## config.mk

```make
export PLATFORM = sky130hd
export DESIGN_NAME = frame_xmit
export DESIGN_NICKNAME = d
export VERILOG_FILES = /design/src/rtl/frame_xmit.sv
export SDC_FILE = /design/constraint.sdc
export NUM_CORES = 1
export LEC_CHECK = 0
export BUFFER_PORTS_ARGS = -buffer_cell sky130_fd_sc_hd__buf_2
export CORE_AREA = 2 2 54 56
export CTS_CLUSTER_DIAMETER = 150
export CTS_CLUSTER_SIZE = 30
export DETAILED_ROUTE_END_ITERATION = 10
export DIE_AREA = 0 0 56 58
export PLACE_DENSITY = 0.71
export RECOVER_POWER = 100
export SLEW_MARGIN = 30
export SYNTH_ARGS = -nofsm -noshare
export SYNTH_HDL_FRONTEND = slang
export SYNTH_SLANG_ARGS = --single-unit
```

## constraint.sdc

```tcl
create_clock -name clock -period 1.5 [get_ports clock]
set_input_delay 0.225 -clock clock [delete_from_list [all_inputs] [get_ports clock]]
set_output_delay 0.225 -clock clock [all_outputs]
set_load 0.01 [all_outputs]
```

## src/rtl/frame_xmit.sv

```systemverilog
// -----------------------------------------------------------------------------
// frame_xmit
//   Serial frame transmitter. Parallel bytes enter through a load/ready
//   handshake. Each byte leaves on a 1-bit line as a 16-bit frame: the MATCH
//   header, then the data byte, both MSB first. Frames run back-to-back with
//   no gap. The line idles at 0, and that level can never form MATCH, so a
//   downstream receiver stays in its header hunt between frames.
//
//   Optional build macro:
//     FRAME_XMIT_FIFO_EN - turns the single-entry holding buffer into a
//                          4-entry FIFO. A load and a pop on the same edge
//                          both take effect.
//
//   Parameters:
//     MATCH       header byte placed in front of every frame
//
//   Ports:
//     clock       system clock; all logic runs on the rising edge
//     reset       synchronous, active-high reset
//     data_in     byte to transmit
//     load        request to accept data_in this cycle
//     clear       clears the sticky overrun flag
//     ready       the buffer can accept a byte this cycle (state before edge)
//     overrun     sticky flag; set when a load was dropped
//     busy        a frame is currently on serial_out
//     serial_out  registered serial bitstream
// -----------------------------------------------------------------------------
module frame_xmit #(
  parameter logic [7:0] MATCH = 8'hA5
) (
  input  logic       clock,
  input  logic       reset,
  input  logic [7:0] data_in,
  input  logic       load,
  input  logic       clear,
  output logic       ready,
  output logic       overrun,
  output logic       busy,
  output logic       serial_out
);

  localparam logic [1:0] S_IDLE = 2'd0;
  localparam logic [1:0] S_HEAD = 2'd1;
  localparam logic [1:0] S_BODY = 2'd2;

  logic [1:0]  r_state;
  logic [2:0]  r_cnt;
  logic [15:0] r_shift;
  logic        r_ovr;

  logic        w_have;       // buffer holds at least one byte
  logic [7:0]  w_head;       // oldest buffered byte
  logic        w_push;       // load accepted this edge
  logic        w_drop;       // load refused this edge
  logic        w_frame_end;  // the last body bit is on the line
  logic        w_pop;        // buffer-to-shifter transfer this edge

  assign w_frame_end = (r_state == S_BODY) && (r_cnt == 3'd7);
  // A byte is taken either from idle or exactly at the end of a frame,
  // which makes back-to-back frames contiguous.
  assign w_pop       = w_have && ((r_state == S_IDLE) || w_frame_end);
  assign w_drop      = load && !ready;

`ifdef FRAME_XMIT_FIFO_EN
  // ---------------------------------------------------------------------------
  // 4-entry FIFO. The 2-bit pointers wrap naturally. The occupancy count
  // tells full from empty when the pointers are equal.
  // ---------------------------------------------------------------------------
  logic [7:0] r_mem [4];
  logic [1:0] r_wptr;
  logic [1:0] r_rptr;
  logic [2:0] r_count;

  assign ready  = (r_count != 3'd4);
  assign w_have = (r_count != 3'd0);
  assign w_head = r_mem[r_rptr];
  // Acceptance depends only on the count before the edge, so a pop on the
  // same edge does not block a load, and a full FIFO still refuses it.
  assign w_push = load && ready;

  always_ff @(posedge clock) begin
    if (w_push) r_mem[r_wptr] <= data_in;
  end

  always_ff @(posedge clock) begin
    if (reset) begin
      r_wptr  <= 2'd0;
      r_rptr  <= 2'd0;
      r_count <= 3'd0;
    end else begin
      if (w_push) r_wptr <= r_wptr + 2'd1;
      if (w_pop)  r_rptr <= r_rptr + 2'd1;
      case ({w_push, w_pop})
        2'b10:   r_count <= r_count + 3'd1;
        2'b01:   r_count <= r_count - 3'd1;
        default: r_count <= r_count;
      endcase
    end
  end
`else
  // ---------------------------------------------------------------------------
  // Single holding register. ready reflects the state before the edge, so a
  // load that lands on a transfer edge is refused even though the buffer
  // empties on that same edge.
  // ---------------------------------------------------------------------------
  logic       r_full;
  logic [7:0] r_buf;

  assign ready  = ~r_full;
  assign w_have = r_full;
  assign w_head = r_buf;
  assign w_push = load && ~r_full;

  always_ff @(posedge clock) begin
    if (w_push) r_buf <= data_in;
  end

  always_ff @(posedge clock) begin
    if (reset)       r_full <= 1'b0;
    else if (w_push) r_full <= 1'b1;
    else if (w_pop)  r_full <= 1'b0;
  end
`endif

  // ---------------------------------------------------------------------------
  // Sticky overrun flag. A drop overrides a simultaneous clear.
  // ---------------------------------------------------------------------------
  always_ff @(posedge clock) begin
    if (reset)       r_ovr <= 1'b0;
    else if (w_drop) r_ovr <= 1'b1;
    else if (clear)  r_ovr <= 1'b0;
  end

  // ---------------------------------------------------------------------------
  // Frame sequencer. serial_out is bit 15 of the shifter. The shifter is all
  // zeros while idle, which gives the 0 idle level.
  // ---------------------------------------------------------------------------
  always_ff @(posedge clock) begin
    if (reset) begin
      r_state <= S_IDLE;
      r_cnt   <= 3'd0;
      r_shift <= 16'd0;
    end else begin
      case (r_state)
        S_IDLE: begin
          if (w_have) begin
            r_shift <= {MATCH, w_head};
            r_cnt   <= 3'd0;
            r_state <= S_HEAD;
          end
        end
        S_HEAD: begin
          r_shift <= {r_shift[14:0], 1'b0};
          r_cnt   <= r_cnt + 3'd1;  // wraps to 0 as the body starts
          if (r_cnt == 3'd7) r_state <= S_BODY;
        end
        S_BODY: begin
          r_cnt <= r_cnt + 3'd1;
          if (r_cnt == 3'd7) begin
            if (w_have) begin
              // Reload with no idle bit between frames.
              r_shift <= {MATCH, w_head};
              r_state <= S_HEAD;
            end else begin
              r_shift <= 16'd0;
              r_state <= S_IDLE;
            end
          end else begin
            r_shift <= {r_shift[14:0], 1'b0};
          end
        end
        default: begin
          r_state <= S_IDLE;
          r_cnt   <= 3'd0;
          r_shift <= 16'd0;
        end
      endcase
    end
  end

  assign busy       = (r_state != S_IDLE);
  assign serial_out = r_shift[15];
  assign overrun    = r_ovr;

endmodule
```

### Word level (Yosys, flattened, before mapping)

Cells that the tools add are included.

* bits in registers: 31
* word-level logic and storage cells: 40
* output and inout port bits: 4
* input bits: 12

* multiplexer cells: 15
* bitwise operators: 1
* add/sub/neg operators: 1
* reduce and logical (&&, ||, !) cells: 11
* equal/unequal tests: 6

Operators with widths (count)
* two-way mux 16 bit: 3
* one-hot mux 16 bit (3 select lines): 1
* two-way mux 2 bit: 3
* one-hot mux 2 bit (3 select lines): 1
* one-hot mux 3 bit (2 select lines): 1
* nonzero test 2 bit: 3
* two-way mux 1 bit: 5
* logical AND 1 bit: 4
* != test 2 bit (second input constant): 2
* adder 3 x 1 -> 3 bit (second input constant): 1
* == test 3 bit (second input constant): 1
* two-way mux 3 bit: 1
* AND reduction 3 bit: 1
* == test 2 x 1 -> 1 bit (second input constant): 1
* == test 2 bit (second input constant): 1
* zero test 2 bit: 1
* != test 2 x 1 -> 1 bit (second input constant): 1
* OR reduction 2 bit: 1
* logical OR 1 bit: 1
* NOT 1 bit: 1

### Depth between registers and ports, before layout

Gate-level depths: netlist of the first run.

* depth after elaboration: 6
* gate-level depth with buffers: 8
* depth with buffers taken out: 6

### Worst setup path after synthesis of the first run

Ideal clock, no wire load.

* path kind: register to register
* start: reg r_state[0]
* end: reg r_shift[6]
* period minus slack after synthesis: 1.602 ns
* setup slack: -0.102 ns
* required time: 1.372 ns
* stages on the path, launching flop included: 8
* library setup time: 0.128 ns
* arrival: 1.475 ns
* buffers on the path: 2
* cells stage by stage: dfxtp_1 > inv_1 > ha_1 > nor2b_1 > buf_6 > buf_4 > a222oi_1 > nor2_1

* cells in the longest elaborated chain, start to end: 2
* elaborated cells between the ends (all ways): 5
* classes of those cells: eq/ne: 3; mux: 1; reduce/logical: 1

Ends and longest elaborated chain
* start: declaration: line 46 `logic [1:0] r_state;`
* start signal: assignment: line 140 `r_state <= S_IDLE;`
* start signal: assignment: line 149 `r_state <= S_HEAD;`
* start signal: assignment: line 155 `if (r_cnt == 3'd7) r_state <= S_BODY;`
* == test 2 bit, or another cell as far along: line 144 `case (r_state)`
* one-hot mux 16 bit (3 select lines) / != test 2 bit (equally long branches)
* end signal: assignment: line 147 `r_shift <= {MATCH, w_head};`
* end signal: assignment: line 153 `r_shift <= {r_shift[14:0], 1'b0};`
* end signal: assignment: line 162 `r_shift <= {MATCH, w_head};`
* end: declaration: line 48 `logic [15:0] r_shift;`

Several ways; a longest one is shown, not always the timed one.
A chain may end at the register's enable or synchronous reset.

### Worst setup path in the final report of the first run

* start: reg r_cnt[1]
* end: reg r_shift[2]

* cells in the longest elaborated chain, start to end: 3

Ends and longest elaborated chain
* start: declaration: line 47 `logic [2:0] r_cnt;`
* start signal: assignment: line 154 `r_cnt <= r_cnt + 3'd1;`
* start signal: assignment: line 158 `r_cnt <= r_cnt + 3'd1;`
* == test 3 bit: line 159 `if (r_cnt == 3'd7) begin`
* two-way mux 16 bit: line 159
* one-hot mux 16 bit (3 select lines): line 144

No other way between the ends.

==> flow_summary.toml, run 1 <==
[outcome]
status = "finished, violations left"
violations = "setup timing"

[clocking]
cts_max_path_buffers = 2
cts_tree = "done"
cts_inserted_buffers = 5
root_buffer = "clkbuf_4"
cts.sinks = 31
clock_latency_ns = 0.33
clk_pin_slew_worst_paths_ns = 0.09
cts_hold_buffers = 0
ctsHtreeMaxLevel = 2

[final_layout]
fill_cells = 201
drive_gt1_share_pct = 41.40
n_antenna_cell = 0
syn_to_final_growth_pct = 38.06
stdcell_area_mm2 = 0.001779
seq_area_um2 = 708.2
multi_input_comb_area_um2 = 663.1
nNetsFinal = 176

[timing]
slew_headroom_pct = 75.02
rsz0062_at_grt = "yes"
tightest_slew_ns = 0.3747
holdWs_ns = 0.06407
fin_setup_tns_ns = -0.3112
layout_min_cycle_time_ns = 1.549
fin_crit_sh_pct = 103.3
hold_violations = 0
finalClockSkew_ns = 0.01238
setup_viol = 11
max_freq_mhz = 645.5
timing.final.ws_setup_ns = -0.04929
slew_viol_final = 0

[setup_path]
start_kind = "register"
worst-r2r-cell-count = 8
path_common_cell = "ha_4"
end_kind = "register"
criticalPathCategory = "reg -> reg"
cp.required_ns = 1.77
cp-endpoint = "r_shift[2]"
cp.arrival_ns = 1.82
r2r-start = "r_cnt[1]"
regToRegEndpoint = "r_shift[2]"
cpPeakStageDelay_ns = 0.35
cp_max_fo = 5
startpoint = "r_cnt[1]"
slowest_stage = "dfxtp_2"
path_cells = "ha_4 -> ha_4 -> nand2b_4 -> a211oi_4 -> buf_6 -> buf_16 -> a222oi_1 -> nor2_1"
r2r_slack_ns = -0.05

[routing]
routed_wl_mm = 2.911
remaining_drc_errors = 0
routed_via_density = 5.495
wl_met3_um = 133
vias = 1033
met1_length_mm = 1.134
wl_per_cell_um = 15.48
drtPass1Iterations = 5
drt_first_iter_violations = 60
wl_met2_mm = 1.571
antenna_left = 0
dr.max_layer_used = "met4"

[synthesis]
ys_seq_area_share_pct = 54.37
synth_seq_cells = 31
synth_area_leaders = "dfxtp_1, edfxtp_1, ha_1, a222oi_1, nor2_1"
yosysUniqueCellTypes = 25
synth_largest_area_cell = "dfxtp_1"
yosysWarnings = 0
syn_area_mm2 = 0.001289
synth_nets = 140
synth_cells = 120
synth_top_area_share_pct = 35.73
syn_area_per_cell_um2 = 10.74

[power_and_ir_drop]
switchingPower_mw = 0.9464
internal-power_mw = 1.884
p_leak_nw = 0.6815
vdd_ir_drop_max_v = 0.0009110
power_frac_seq_pct = 37.9
combPwrFrac_pct = 39.6
power_mw = 2.830
clockPowerShare_pct = 22.5
power_density_mw_per_mm2 = 1591
swShare_pct = 33.44

[die]
core_area_mm2 = 0.002663
rows = 19
start_util_pct = 48.40
die_h_um = 58
die_w_um = 56
die_area_mm2 = 0.003248
ios = 16

[placement]
post_dp_cell_area_mm2 = 0.001508
globalplace.congestion = 0.8368
buffer_ports.inserted = 15
hpwlAfterDp_mm = 1.670

[job]
cap_viol_max_count = 0

[grt]
overflow = 0
grt_pass1_vias = 1023
grt_max_degree = 18
grt_use_total_pct = 19.46
grt_pass1_wl_mm = 4.761
antenna_found_initial = 0

[worst_hold_path]
min_from = "data_in[3]"
hold_path.class = "in -> reg"
[sequential cells by signal (all words and copies together), names as in the netlist]
name / count
overrun: 1
r_full: 1
r_cnt: 3
r_shift: 16
r_state: 2
r_buf: 8
[worst max-delay path: cells and delay by family, from the launching register on]
kind	cells	cell delay, ns
flops	1	0.35
fa+ha+maj	2	0.33
compound gates	2	0.33
buf+inv	2	0.25
simple gates	2	0.24
[synthesized netlist by cell type (all sizes together)]
master and n:
a22oi 5, inv 10, mux2i 2, o21ai 5, a222oi 7, nand2 5, and2b 1, buf 3
nor2b 1, a31oi 2, nor2 18, nand3 2, nand2b 3, nor3 2, edfxtp 8, a21oi 7
a22o 4, clkbuf 2, dfxtp 23, a211oi 1, ha 8, nand3b 1
[per-layer routing]
layer | vias up | track usage, %
li1 | 507 | -
met1 | 494 | 23.53
met2 | 26 | 31.26
met3 | 6 | 5.580
met4 | 0 | 11.22
met5 | - | 0
[logic make-up (layout without fill, tap and decap cells)]
kind of cell / after synthesis / in the layout / share of synthesized area [%]
fa+ha+maj: 8 / 8 / 7.767
buf+inv: 15 / 52 / 5.826
compound gates: 31 / 31 / 18.25
flops: 31 / 31 / 54.37
mux: 2 / 2 / 1.553
simple gates: 33 / 33 / 12.23
[timing repair]
action / 4_1_cts / 5_1_grt
gates resized for setup: 26 / 19
gates cloned: 1 / 0
buffers inserted: 5 / 2
pin swaps: 6 / 10
endpoints found under the setup margin: 15 / 19
[stage by stage]
stage               instances  setup slack, ns  util (%)
finish                    188         -0.04929     66.82
CTS                       189         -0.02371     66.26
detailed placement        176         -0.08543     56.63
floorplan                 120          0.01130         -
global route              188          -0.1423     66.82
global placement          176         -0.06422     56.63
[power by group through the flow]
stage / sequential (mW) / clock, mW / combinational (mW)
detailed placement: 1.07 / 0 / 0.867
global route: 1.09 / 0.686 / 1.22
CTS: 1.07 / 0.646 / 1.09
global placement: 1.07 / 0 / 0.833
finish: 1.07 / 0.637 / 1.12
floorplan: 1.06 / 0 / 0.552
[final cells by class]
cell class	instances	area share (%)
flip-flops and latches	31	39.80
multi-input cells	74	37.27
clock inverters	1	1.688
well taps	31	2.180
clock buffers	7	2.532
inverters	10	2.250
repair buffers	34	14.28
[cell usage in the layout (no fill, tap or decap), drive strengths merged]
master	n
nand3	2
clkbuf	9
dfxtp	23
nand2	5
ha	8
o21ai	5
a211oi	1
buf	32
bufinv	1
a22oi	5
a22o	4
inv	10
mux2i	2
nand2b	3
and2b	1
a222oi	7
a21oi	7
nor2b	1
a31oi	2
nor3	2
nand3b	1
edfxtp	8
nor2	18
[worst min-delay path by stage]
stage                     to  cells after the start
finish              r_buf[3]                      1
global route        r_buf[5]                      1
CTS                 r_buf[5]                      1
detailed placement  r_buf[5]                      1
global placement    r_buf[7]                      1
floorplan           r_buf[0]                      0
Power figures use the tool's default switching activity.
==> run 2, diff against run 1 <==
--- a/config.mk
+++ b/config.mk
@@ -7,9 +7,9 @@
 export LEC_CHECK = 0
 export BUFFER_PORTS_ARGS = -buffer_cell sky130_fd_sc_hd__buf_2
-export CORE_AREA = 2 2 54 56
+export CORE_AREA = 2 2 53 55
 export CTS_CLUSTER_DIAMETER = 150
 export CTS_CLUSTER_SIZE = 30
 export DETAILED_ROUTE_END_ITERATION = 10
-export DIE_AREA = 0 0 56 58
+export DIE_AREA = 0 0 55 57
 export PLACE_DENSITY = 0.71
 export RECOVER_POWER = 100
==> constraint.sdc (replaced) <==
create_clock -name clock -period 1.85 [get_ports clock]
set_input_delay 0.0925 -clock clock [delete_from_list [all_inputs] [get_ports clock]]
set_output_delay 0.0925 -clock clock [all_outputs]
set_load 0.01 [all_outputs]
==> run 2 against run 1 <==
Net effect:
- routed wire length down 21%
- critical path depth down 2
- sequential share of layout area up 6.2 points
- clock skew down 0.0064 ns
- final cell count down 4.3%
- fmax down 7.6%
- the flow now finishes without violations
- highest routed layer unchanged
- worst hold slack worse by 0.033 ns
- utilization down 8.6 points
- largest cell class unchanged
==> flow_summary.toml, run 2 (synthesis results as in run 1) <==
[placement]
globalplace.congestion = 0.8013
buffer_ports.inserted = 15
hpwlAfterDp_mm = 1.574

[power_and_ir_drop]
power_density_mw_per_mm2 = 1178
clockPowerShare_pct = 20.4
p_leak_nw = 0.6033
internal-power_mw = 1.191
combPwrFrac_pct = 31.6
vdd_ir_drop_max_v = 0.0006996
switchingPower_mw = 0.6020
power_frac_seq_pct = 48.0
swShare_pct = 33.58

[timing]
slew_headroom_pct = 66.25
tightest_slew_ns = 0.5035
setup_viol = 0
fin_crit_sh_pct = 90.62
layout_min_cycle_time_ns = 1.676
fin_setup_tns_ns = 0
rsz0062_at_grt = "no"
slew_viol_final = 0
finalClockSkew_ns = 0.006023
hold_violations = 0
max_freq_mhz = 596.5

[clocking]
cts_max_path_buffers = 2
root_buffer = "clkbuf_4"
cts.sinks = 31
cts_tree = "done"
ctsHtreeMaxLevel = 2
clock_latency_ns = 0.32
cts_inserted_buffers = 5
clk_pin_slew_worst_paths_ns = 0.09

[final_layout]
fill_cells = 238
post-route-util_pct = 58.18
layout_common_cells = "dfxtp_1, nor2_1, buf_2"
top_regs = "r_shift: 16 flops, r_buf: 8 flops, r_cnt: 3 flops"
top_register = "r_shift"
final_common_cell = "dfxtp_1"
drive_gt1_share_pct = 15.44
largest_reg_flops = 16
nNetsFinal = 168
n_antenna_cell = 0
syn_to_final_growth_pct = 18.06

[setup_path]
end_kind = "register"
r2r_slack_ns = 0.17
slowest_stage = "dfxtp_1"
regToRegEndpoint = "r_shift[1]"
r2r-start = "r_state[0]"
cp_max_fo = 10
criticalPathCategory = "reg -> reg"
crit_family = "flip-flops"
path_cells = "inv_1 -> ha_1 -> nor2b_2 -> buf_4 -> a222oi_1 -> nor2_1"
cpPeakStageDelay_ns = 0.43
cp.buffers_inverters = 2
cp.required_ns = 2.06
cp.arrival_ns = 1.89
start_kind = "register"
worst-r2r-cell-count = 6

[die]
start_util_pct = 49.28
ios = 16
die_w_um = 55
die_h_um = 57
rows = 19
core_area_mm2 = 0.002615
die_area_mm2 = 0.003135

[grt]
antenna_found_initial = 0
grt_pass1_vias = 949
grt_max_degree = 22
grt_use_total_pct = 17.40
grt_pass1_wl_mm = 3.857
overflow = 0

[routing]
drt_first_iter_violations = 45
antenna_left = 0
remaining_drc_errors = 0
routed_wl_mm = 2.304
drtPass1Iterations = 4
vias = 974
routed_via_density = 5.411
wl_per_cell_um = 12.80

[outcome]
status = "complete, no violations"

[worst_hold_path]
min_delay_path_depth = 3
hold_end = "overrun"
min_from = "clear"
hold_path.class = "in -> reg"

[job]
cap_viol_max_count = 0
==> run 2: cell types whose count changed in the layout (fill, tap and decap cells not counted), moves of 4 or more <==
| cell | previous run | this run |
|---|---|---|
| inv_1 | 6 | 10 |
| o21ai_0 | 0 | 5 |
| ha_1 | 1 | 8 |
| buf_6 | 5 | 0 |
| dfxtp_1 | 19 | 23 |
| ha_4 | 7 | 0 |
| dlygate4sd3_1 | 0 | 8 |
| o21ai_1 | 4 | 0 |
| buf_4 | 13 | 2 |
==> run 2: what timing repair did <==
action	4_1_cts	5_1_grt
buffers inserted	0	1
gates resized for setup	0	1
endpoints found under the hold margin	8	0
hold buffers	8	0
setup endpoints to repair	0	11
==> run 2: layout make-up <==
class                           count  area [um2]  area share (%)
Inverter                           10       37.54           2.467
Sequential cell                    31       700.7           46.05
Multi-Input combinational cell     74       509.2           33.47
Clock buffer                        7       45.04           2.961
Timing Repair Buffer               26       185.2           12.17
Clock inverter                      1       5.005          0.3289
Tap cell                           31       38.79           2.549
==> run 2: stage by stage <==
step / worst slack (ns) / std cells / power (mW) / cell area [um2] / hold WS [ns]
after floorplan: 0.2479 / 120 / 1.302 / 1289 / 0.1914
after global placement: 0.1450 / 163 / 1.394 / 1380 / 0.2690
after detailed placement: 0.06535 / 163 / 1.413 / 1380 / 0.2706
after CTS: 0.05545 / 179 / 1.793 / 1510 / 0.009431
after global routing: 0.05543 / 180 / 1.922 / 1521 / 0.01249
final: 0.1735 / 180 / 1.793 / 1521 / 0.03070
==> run 2: how the worst max path moves through the flow <==
| stage | start | endpoint | slack (ns) | cells after the start |
|---|---|---|---|---|
| 3_3_place_gp | r_state[0] | r_shift[4] | 0.15 | 6 |
| 5_1_grt | r_state[0] | r_shift[6] | 0.06 | 6 |
| 2_1_floorplan | r_state[0] | r_shift[6] | 0.25 | 7 |
| 3_5_place_dp | r_state[0] | r_shift[5] | 0.07 | 6 |
| 6_report | r_state[0] | r_shift[1] | 0.17 | 6 |
| 4_1_cts | r_cnt[0] | r_shift[1] | 0.06 | 6 |
==> run 2: power groups by stage <==
stage,logic [mW],clock network [mW],registers (mW)
after global routing,0.638,0.412,0.872
after floorplan,0.443,0,0.859
after CTS,0.550,0.384,0.859
after global placement,0.524,0,0.870
after detailed placement,0.541,0,0.872
final,0.567,0.365,0.861
==> run 2: worst register-to-register path, delay by kind of cell (launching register included) <==
family                     cells  cell delay (ns)
AOI/OAI and AO/OA              1             0.34
buffers and inverters          2             0.30
and+or+nand+nor                2             0.29
adders and majority gates      1             0.21
DFF                            1             0.43
==> run 2: per-layer routing <==
metal  part of all wire (%)  GRT usage [%]  vias to the layer above
met3                    5.9          7.853                        4
met4                   0.69          10.10                        0
met1                     46          20.48                      453
met5                      0              0                        -
met2                     48          25.68                       31
li1                       -              -                      486
==> run 3, diff against run 2 <==
- CTS_BUF_LIST: default -> sky130_fd_sc_hd__clkbuf_8
==> run 3 against run 2 <==
Net effect:
- combinational power about the same
- final area rose by 2.1%
- worst setup slack about the same
- fmax about the same
- critical endpoint unchanged
- highest routed layer unchanged
==> flow_summary.toml, run 3 (synthesis results as in run 1) <==
[final_layout]
largest_reg_flops = 16
n_antenna_cell = 0
post-route-util_pct = 59.38
drive_gt1_share_pct = 15.44
top_register = "r_shift"
layout_common_cells = "dfxtp_1, nor2_1, inv_1"
final_common_cell = "dfxtp_1"
syn_to_final_growth_pct = 20.49
top_regs = "r_shift: 16 flops, r_buf: 8 flops, r_cnt: 3 flops"
nNetsFinal = 168

[routing]
wl_per_cell_um = 12.85
drtPass1Iterations = 4
routed_via_density = 5.322
wl_met2_mm = 1.115
vias = 958
dr.max_layer_used = "met4"
drt_first_iter_violations = 45
met1_length_mm = 1.034
remaining_drc_errors = 0
routed_wl_mm = 2.313
wl_met3_um = 116
antenna_left = 0

[power_and_ir_drop]
power_density_mw_per_mm2 = 1235
power_mw = 1.917
p_leak_nw = 0.6246
vdd_ir_drop_max_v = 0.0007735

[clocking]
cts_inserted_buffers = 5
root_buffer = "clkbuf_8"
cts.sinks = 31
cts_max_path_buffers = 2
clk_pin_slew_worst_paths_ns = 0.06
clock_latency_ns = 0.28
cts_tree = "done"
ctsHtreeMaxLevel = 2

[die]
rows = 19
ios = 16
die_area_mm2 = 0.003135
die_h_um = 57
core_area_mm2 = 0.002615
die_w_um = 55
start_util_pct = 49.28

[placement]
hpwlAfterDp_mm = 1.574
globalplace.congestion = 0.8013
buffer_ports.inserted = 15

[worst_hold_path]
min_from = "load"
hold_path.class = "in -> reg"

[timing]
rsz0062_at_grt = "no"
hold_violations = 0
tightest_slew_ns = 0.4862
finalClockSkew_ns = 0.003497
slew_headroom_pct = 67.41
layout_min_cycle_time_ns = 1.677
fin_crit_sh_pct = 90.62
fin_setup_tns_ns = 0
setup_viol = 0
slew_viol_final = 0
max_freq_mhz = 596.5

[setup_path]
cp.required_ns = 2.01
cpPeakStageDelay_ns = 0.42
criticalPathCategory = "reg -> reg"
startpoint = "r_state[0]"
cp.arrival_ns = 1.84
cp_max_fo = 10
path_cells = "inv_1 -> ha_1 -> nor2b_2 -> buf_4 -> a222oi_1 -> nor2_1"
start_kind = "register"
end_kind = "register"
crit_family = "flip-flops"
slowest_stage = "dfxtp_1"
r2r-start = "r_state[0]"
cp.buffers_inverters = 2

[grt]
grt_pass1_vias = 940
grt_use_total_pct = 17.29
grt_max_degree = 22
overflow = 0
grt_pass1_wl_mm = 3.884
antenna_found_initial = 0

[job]
cap_viol_max_count = 0

[outcome]
status = "complete, no violations"
[run 3: worst reg2reg max path, stage by stage, from the launching register on]
cell and delay [ns]:
dfxtp_1 0.42, inv_1 0.10, ha_1 0.21, nor2b_2 0.21, buf_4 0.20, a222oi_1 0.34, nor2_1 0.08
[run 3: where the power goes]
group | internal, mW | switching [mW]
clock network | 0.252 | 0.236
registers | 0.797 | 0.0649
logic | 0.247 | 0.321
total | 1.30 | 0.621
[run 3: routing by layer]
| layer | vias to the layer above | global-route usage (%) |
|---|---|---|
| li1 | 485 | - |
| met1 | 448 | 20.48 |
| met2 | 18 | 26.70 |
| met3 | 7 | 7.068 |
| met4 | 0 | 8.362 |
| met5 | - | 0 |
[run 3: path summary, 6_finish.rpt]
check	endpoint	slack (ns)	cells after the start
worst max-delay path	r_shift[1]	0.17	6
worst max register to register	r_shift[1]	0.17	6
worst min-delay path	overrun	0.08	3
worst min register to register	r_cnt[1]	0.46	2
[run 3: final cells by class]
cell class / count / area (um2)
clock buffer: 5 / 68.82
multi-input combinational: 74 / 509.2
fill: 232 / 1062
inverter: 10 / 37.54
tap: 31 / 38.79
sequential: 31 / 700.7
clock inverter: 3 / 12.51
timing repair buffer: 26 / 185.2
[run 3: through the flow]
step	instance area [um2]	worst slack, ns	cells	hold slack [ns]
after floorplan	1289	0.2479	120	0.1914
after global placement	1380	0.1450	163	0.2690
after detailed placement	1380	0.06535	163	0.2706
after CTS	1541	0.03873	179	0.06839
after global routing	1553	0.06537	180	0.08417
final	1553	0.1735	180	0.07564
[run 3: what timing repair did]
item | in CTS | in global routing
hold buffers | 8 | 0
setup endpoints to repair | 0 | 11
buffers inserted | 0 | 1
endpoints found under the hold margin | 8 | 0
gates resized for setup | 0 | 1
